[src/rtl/coproc_sequencer.sv]
// rtl/coproc_sequencer.sv - command sequencer: decodes headers, starts one engine, feeds payload, captures result
module coproc_sequencer #(
  parameter int NUM_ENG        = 2,
  parameter int FIFO_DEPTH     = 4,
  parameter int TIMEOUT_CYCLES = 1024
) (
  input  logic                   clock,
  input  logic                   reset,
  input  logic                   instr_valid,
  input  logic [31:0]            instr,
  output logic                   instr_ready,
  output logic [NUM_ENG-1:0]     eng_sel,
  output logic                   eng_start,
  output logic [3:0]             eng_func,
  output logic [7:0]             eng_len,
  output logic [31:0]            eng_data,
  output logic                   eng_data_valid,
  input  logic                   eng_data_ready,
  input  logic [NUM_ENG-1:0]     eng_done,
  input  logic [32*NUM_ENG-1:0]  eng_result,
  output logic [31:0]            out,
  output logic                   busy,
  output logic                   err
);

  localparam int AW     = (FIFO_DEPTH > 1) ? $clog2(FIFO_DEPTH) : 1;
  localparam int TW     = $clog2(TIMEOUT_CYCLES + 1);
  localparam int TMO_M1 = TIMEOUT_CYCLES - 1;
  localparam int ENG_N  = NUM_ENG;
  localparam logic [TW-1:0] TMO_LAST  = TMO_M1[TW-1:0];
  localparam logic [2:0]    NUM_ENG_W = ENG_N[2:0];
  localparam logic [AW:0]   FULL_CNT  = FIFO_DEPTH[AW:0];

  typedef enum logic [1:0] {S_IDLE, S_START, S_FEED, S_WAIT} state_t;

  state_t        state_q, state_d;
  logic [1:0]    id_q, id_d;
  logic [3:0]    func_q, func_d;
  logic [7:0]    len_q, len_d;
  logic [6:0]    words_q, words_d;
  logic [6:0]    win_q, win_d;
  logic [6:0]    wout_q, wout_d;
  logic [AW-1:0] wr_ptr_q, wr_ptr_d;
  logic [AW-1:0] rd_ptr_q, rd_ptr_d;
  logic [AW:0]   count_q, count_d;
  logic [TW-1:0] tmo_q, tmo_d;
  logic [31:0]   out_q, out_d;
  logic          err_q, err_d;
  logic [31:0]   mem_q [FIFO_DEPTH];

  logic          is_hdr, id_ok;
  logic [6:0]    hdr_words;
  logic          fifo_empty, fifo_full;
  logic          push, pop;
  logic          done_sel;
  logic [31:0]   res_sel;

  assign is_hdr     = (instr[31:30] == 2'b01);
  assign id_ok      = ({1'b0, instr[29:28]} < NUM_ENG_W);
  // Round byte length up to whole words: ceil(len/4) without a 9-bit adder.
  assign hdr_words  = {1'b0, instr[7:2]} + {6'd0, |instr[1:0]};
  assign fifo_empty = (count_q == '0);
  assign fifo_full  = (count_q == FULL_CNT);

  always_comb begin
    done_sel = 1'b0;
    res_sel  = '0;
    eng_sel  = '0;
    for (int k = 0; k < NUM_ENG; k++) begin
      if (id_q == k[1:0]) begin
        done_sel   = eng_done[k];
        res_sel    = eng_result[32*k +: 32];
        eng_sel[k] = (state_q != S_IDLE);
      end
    end
  end

  always_comb begin
    state_d        = state_q;
    id_d           = id_q;
    func_d         = func_q;
    len_d          = len_q;
    words_d        = words_q;
    win_d          = win_q;
    wout_d         = wout_q;
    wr_ptr_d       = wr_ptr_q;
    rd_ptr_d       = rd_ptr_q;
    count_d        = count_q;
    tmo_d          = tmo_q;
    out_d          = out_q;
    err_d          = err_q;
    instr_ready    = 1'b0;
    eng_start      = 1'b0;
    eng_data_valid = 1'b0;
    push           = 1'b0;
    pop            = 1'b0;

    case (state_q)
      S_IDLE: begin
        instr_ready = 1'b1;
        if (instr_valid && (instr != 32'd0)) begin
          if (is_hdr && id_ok) begin
            id_d    = instr[29:28];
            func_d  = instr[27:24];
            len_d   = instr[7:0];
            words_d = hdr_words;
            err_d   = 1'b0;
            state_d = S_START;
          end else begin
            err_d = 1'b1;
          end
        end
      end

      S_START: begin
        eng_start = 1'b1;
        win_d     = '0;
        wout_d    = '0;
        tmo_d     = '0;
        state_d   = (words_q != 7'd0) ? S_FEED : S_WAIT;
      end

      S_FEED: begin
        instr_ready    = !fifo_full && (win_q < words_q);
        eng_data_valid = !fifo_empty;
        push           = instr_valid && instr_ready;
        pop            = eng_data_valid && eng_data_ready;
        if (push) begin
          wr_ptr_d = wr_ptr_q + 1'b1;
          win_d    = win_q + 7'd1;
        end
        if (pop) begin
          rd_ptr_d = rd_ptr_q + 1'b1;
          wout_d   = wout_q + 7'd1;
        end
        case ({push, pop})
          2'b10:   count_d = count_q + 1'b1;
          2'b01:   count_d = count_q - 1'b1;
          default: count_d = count_q;
        endcase
        if (wout_d == words_q) state_d = S_WAIT;
      end

      S_WAIT: begin
        tmo_d = tmo_q + 1'b1;
        if (done_sel) begin
          out_d   = res_sel;
          state_d = S_IDLE;
        end else if (tmo_q == TMO_LAST) begin
          err_d   = 1'b1;
          state_d = S_IDLE;
        end
      end

      default: state_d = S_IDLE;
    endcase
  end

  always_ff @(posedge clock or posedge reset) begin
    if (reset) begin
      state_q  <= S_IDLE;
      id_q     <= '0;
      func_q   <= '0;
      len_q    <= '0;
      words_q  <= '0;
      win_q    <= '0;
      wout_q   <= '0;
      wr_ptr_q <= '0;
      rd_ptr_q <= '0;
      count_q  <= '0;
      tmo_q    <= '0;
      out_q    <= '0;
      err_q    <= 1'b0;
    end else begin
      state_q  <= state_d;
      id_q     <= id_d;
      func_q   <= func_d;
      len_q    <= len_d;
      words_q  <= words_d;
      win_q    <= win_d;
      wout_q   <= wout_d;
      wr_ptr_q <= wr_ptr_d;
      rd_ptr_q <= rd_ptr_d;
      count_q  <= count_d;
      tmo_q    <= tmo_d;
      out_q    <= out_d;
      err_q    <= err_d;
    end
  end

  // Payload storage needs no reset: emptiness is tracked by count_q alone.
  always_ff @(posedge clock) begin
    if (push) mem_q[wr_ptr_q] <= instr;
  end

  assign eng_data = mem_q[rd_ptr_q];
  assign eng_func = func_q;
  assign eng_len  = len_q;
  assign out      = out_q;
  assign busy     = (state_q != S_IDLE);
  assign err      = err_q;

endmodule

[config.mk]
export PLATFORM = sky130hd
export DESIGN_NAME = coproc_sequencer
export DESIGN_NICKNAME = d
export VERILOG_FILES = /design/src/rtl/coproc_sequencer.sv
export SDC_FILE = /design/constraint.sdc
export NUM_CORES = 1
export LEC_CHECK = 0
export BUFFER_PORTS_ARGS = -buffer_cell sky130_fd_sc_hd__buf_2
export CELL_PAD_IN_SITES_DETAIL_PLACEMENT = 1
export CELL_PAD_IN_SITES_GLOBAL_PLACEMENT = 2
export CORE_MARGIN = 4
export CORE_UTILIZATION = 41
export CTS_CLUSTER_SIZE = 12
export DETAILED_ROUTE_END_ITERATION = 12
export GPL_TIMING_DRIVEN = 0
export PLACE_DENSITY = 0.87
export REMOVE_ABC_BUFFERS = 1
export SLEW_MARGIN = 15
export SYNTH_ARGS = -nofsm -noshare
export SYNTH_HDL_FRONTEND = slang
export SYNTH_SLANG_ARGS = --single-unit
[constraint.sdc]
create_clock -name clock -period 5.9 [get_ports clock]
set_input_delay 1.18 -clock clock [delete_from_list [all_inputs] [get_ports clock]]
set_output_delay 1.18 -clock clock [all_outputs]
set_load 0.005 [all_outputs]
==> summary.txt <==
STA
  • Min setup slack post-route: about 1.9 ns
  • Setup_tns: 0 ns
  • Unrepaired setup endpoints after global routing: no
  • Clock Skews: roughly 0.014 ns
  • Fmax achieved: 251 MHz
  • Final setup violation count: 0
  • Min Tclk post-route: ~4.0 ns
  • Max-slew headroom: roughly half
  • Post-route clock period utilization: approximately two thirds
  • Final Hold Fails: 0
  • Slew @ Worst Pin: about 0.75 ns
  • Max-slew violation count: 0

Synthesis
  • Post-synth EDFFs: approximately 130
  • YS warnings: 0
  • Register area share after synthesis: about 64%
  • Synth top area cells: edfxtp_1, dfrtp_1, mux4_2
  • Syn Inst Count: around 660
  • Synthesized area: ~9500 um2
  • Synth Area per Inst: approximately 14 um2
  • Post-synth top cells: edfxtp_1, dfrtp_1, nand2_1
  • Yosys reg bits: around 220
  • Yosys top cell area share: between 40% and 50%
  • Count leader, synth: edfxtp_1
  • Area leader, netlist: edfxtp_1
  • Synth cell types: 53
  • Most used flip-flop cell after synthesis: edfxtp_1
  • Async S/R FF share, synth: between 40 and 50%

Min path
  • HP Class: reg -> reg
  • Min-delay src: out[13]
  • End of the worst hold path: out[13]
  • Hold Path Cell Cnt: 2

Finish
  • Final Cell Area: ~12000 um2
  • Nets@finish: between 900 and 1000
  • Ratio of cells with drive above 1 in the final layout: approximately a third
  • Diodes inserted: 0
  • Area growth syn-to-layout: 22.6%
  • Final Core Density: between 50 and 60%

Worst setup path
  • CP most frequent cell: a21o_1
  • Critical path capture point type: primary output
  • Critical Path AT: around 2.8 ns
  • Crit-path max FO: 9
  • Critical Path Max Stage Delay: around 0.45 ns
  • Worst R2R Setup Slack: between 2 and 2.5 ns
  • CP bufs+invs: 2
  • CP top delay family: compound AO/OA/AOI/OAI gates
  • Critical path launch point: words_q[1]
  • Reg-to-reg critical path endpoint: mem_q[1][21]
  • CP Launch Type: flip-flop
  • RR Startpoint: words_q[1]
  • Reg2Reg Depth: 10
  • CP max-delay cell: dfrtp_1
  • Cell breakdown of the critical path: inv_1, ha_1, a21o_1, a21o_1, a21o_1, a211o_1, a21oi_4, nand2_1, nand2_1, buf_2
  • Data required, critical path: about 4.7 ns
  • Worst Setup Path Type: reg -> out

Clocking
  • Clock Pin Slew Worst Setup and Hold Paths: about 0.060 ns
  • Clk sink count: roughly 220
  • CTS tree: yes
  • Hold buffer count at CTS: 0
  • Clock Tree Root: clkbuf_16
  • H-tree depth: 1
  • Post_cts resized: 0
  • Post-CTS setup buffer count: 0
  • Max Root-Sink Buffers: 3
  • Clk_lat worst skew: 0.51 ns
  • CTS buffer count: 24

Floorplanning
  • Die W: 160 um
  • Initial Util: a little over two fifths
  • Rows: 55
  • Die height: roughly 160 um
  • I/O pins: 185
  • CORE AREA: 22700 um2
  • Die area: about 26000 um2

Status
  • Status: finished clean

Pwr
  • NetSw: ~1.7 mW
  • Net Sw Frac: around a third
  • Clock network power share: 26.4%
  • Seq pwr share: just over 40%
  • Worst vdd ir: between 150 and 200 uV
  • Gate power share: 33.2%
  • Pwr Density: approximately 460 nW/um2
  • P_leak: 4.77 nW
  • Internal power: around 3.6 mW

Placement
  • Setup WS pre-CTS: 2.40 ns
  • Gpl congestion: between 0.7 and 0.8
  • Post-DP HPWL: approximately 16000 um
  • IO buf count: 184
  • Placed Area: between 10000 and 15000 um2

GRT
  • Met3 GRT Util: 3.87%
  • M1 GR Usage: between 20% and 30%
  • First-pass GRT wire length: between 30000 and 40000 um
  • Global route total overflow: 0
  • Vias in the first global route: between 6000 and 7000
  • Initial antenna violation count: 1
  • Largest net degree at the start of global routing: 56
  • M2 GR Usage: between 30% and 40%
  • Gr usage total: between 10% and 20%
  • Busiest grt layer: met2

Routing
  • Wirelength per Cell: approximately 20 um
  • DR pass1 iterations: 4
  • Post-route DRC: 0
  • Final wirelength: 23200 um
  • Vias: ~6200
  • Avg Vias per Cell: between 5 and 6
  • Final ANT Viol Nets: 0
  • First DRT Iteration DRCs: between 400 and 500

Flow run
  • Max-cap violations: 0
cells in the final DEF, fill, tap and decap left out, types with 8 or more instances in the layout:
| cell type | instances |
|---|---|
| mux4_2 | 32 |
| buf_2 | 184 |
| inv_1 | 22 |
| ha_1 | 20 |
| edfxtp_1 | 128 |
| nand3_1 | 15 |
| xnor2_1 | 10 |
| mux2_2 | 16 |
| mux2i_1 | 39 |
| a21oi_1 | 17 |
| and3_1 | 8 |
| nand2_1 | 66 |
| nor2_1 | 28 |
| clkbuf_16 | 25 |
| o31ai_1 | 33 |
| xor2_1 | 8 |
| nor4_1 | 9 |
| dfrtp_1 | 84 |
| nand4_1 | 8 |
| clkbuf_1 | 8 |
| o21ai_0 | 19 |
through the flow:
stage / hold slack (ns) / std cells / total power [mW]
final: 0.468 / 1154 / 5.35
after global routing: 0.500 / 1154 / 5.73
after global placement: 0.455 / 1099 / 3.87
after detailed placement: 0.460 / 1110 / 3.99
after floorplan: 0.446 / 630 / 3.22
after CTS: 0.474 / 1154 / 5.44
worst max-delay path by stage:
stage,cells after the start,to
global placement,2,eng_len[1]
finish,10,instr_ready
global route,10,instr_ready
floorplan,1,count_q[0]
CTS,10,instr_ready
detailed placement,9,state_q[1]
tightest hold or removal path: stages (launching register included):
cell and delay [ns]:
dfrtp_1 0.33, nand2_1 0.05, o31ai_1 0.05
flip-flops by register name (all words and copies together) (netlist names), 3 cells and up:
signal    cells
wout_q        7
mem_q       128
out          32
eng_func      4
tmo_q        11
eng_len       8
count_q       3
win_q         7
words_q       7
power groups by stage:
stage | Clock (mW) | Sequential (mW) | Combinational [mW]
finish | 1.41 | 2.16 | 1.78
detailed placement | 0 | 2.18 | 1.80
global route | 1.54 | 2.20 | 1.99
CTS | 1.46 | 2.16 | 1.82
global placement | 0 | 2.27 | 1.60
floorplan | 0 | 2.21 | 1.01
cells by family (layout without fill, tap and decap cells):
group                      count (synthesis)  in the layout  share of synthesized area, %
and+or+nand+nor                          162            162                          8.08
xor gates and xnor gates                  18             18                          1.66
muxes                                     89             89                          13.9
buffers and inverters                     57            264                          2.38
DFF                                      216            216                          63.8
AOI/OAI and AO/OA                         99             99                          7.34
adders and majority gates                 21             21                          2.85
cell type report:
| class | count | area, um2 |
|---|---|---|
| Clock buffer | 34 | 669 |
| Clock inverter | 10 | 76.3 |
| Fill cell | 2376 | 11100 |
| Inverter | 25 | 98.8 |
| Multi-Input combinational cell | 389 | 3210 |
| Sequential cell | 216 | 6050 |
| Tap cell | 285 | 357 |
| Timing Repair Buffer | 195 | 1150 |
layer usage:
metal,vias up,share of wire (%)
li1,2874,-
met1,3068,43
met2,197,49
met3,30,6.3
met4,2,1.4
met5,-,0.056
(Power assumes the default switching activity.)
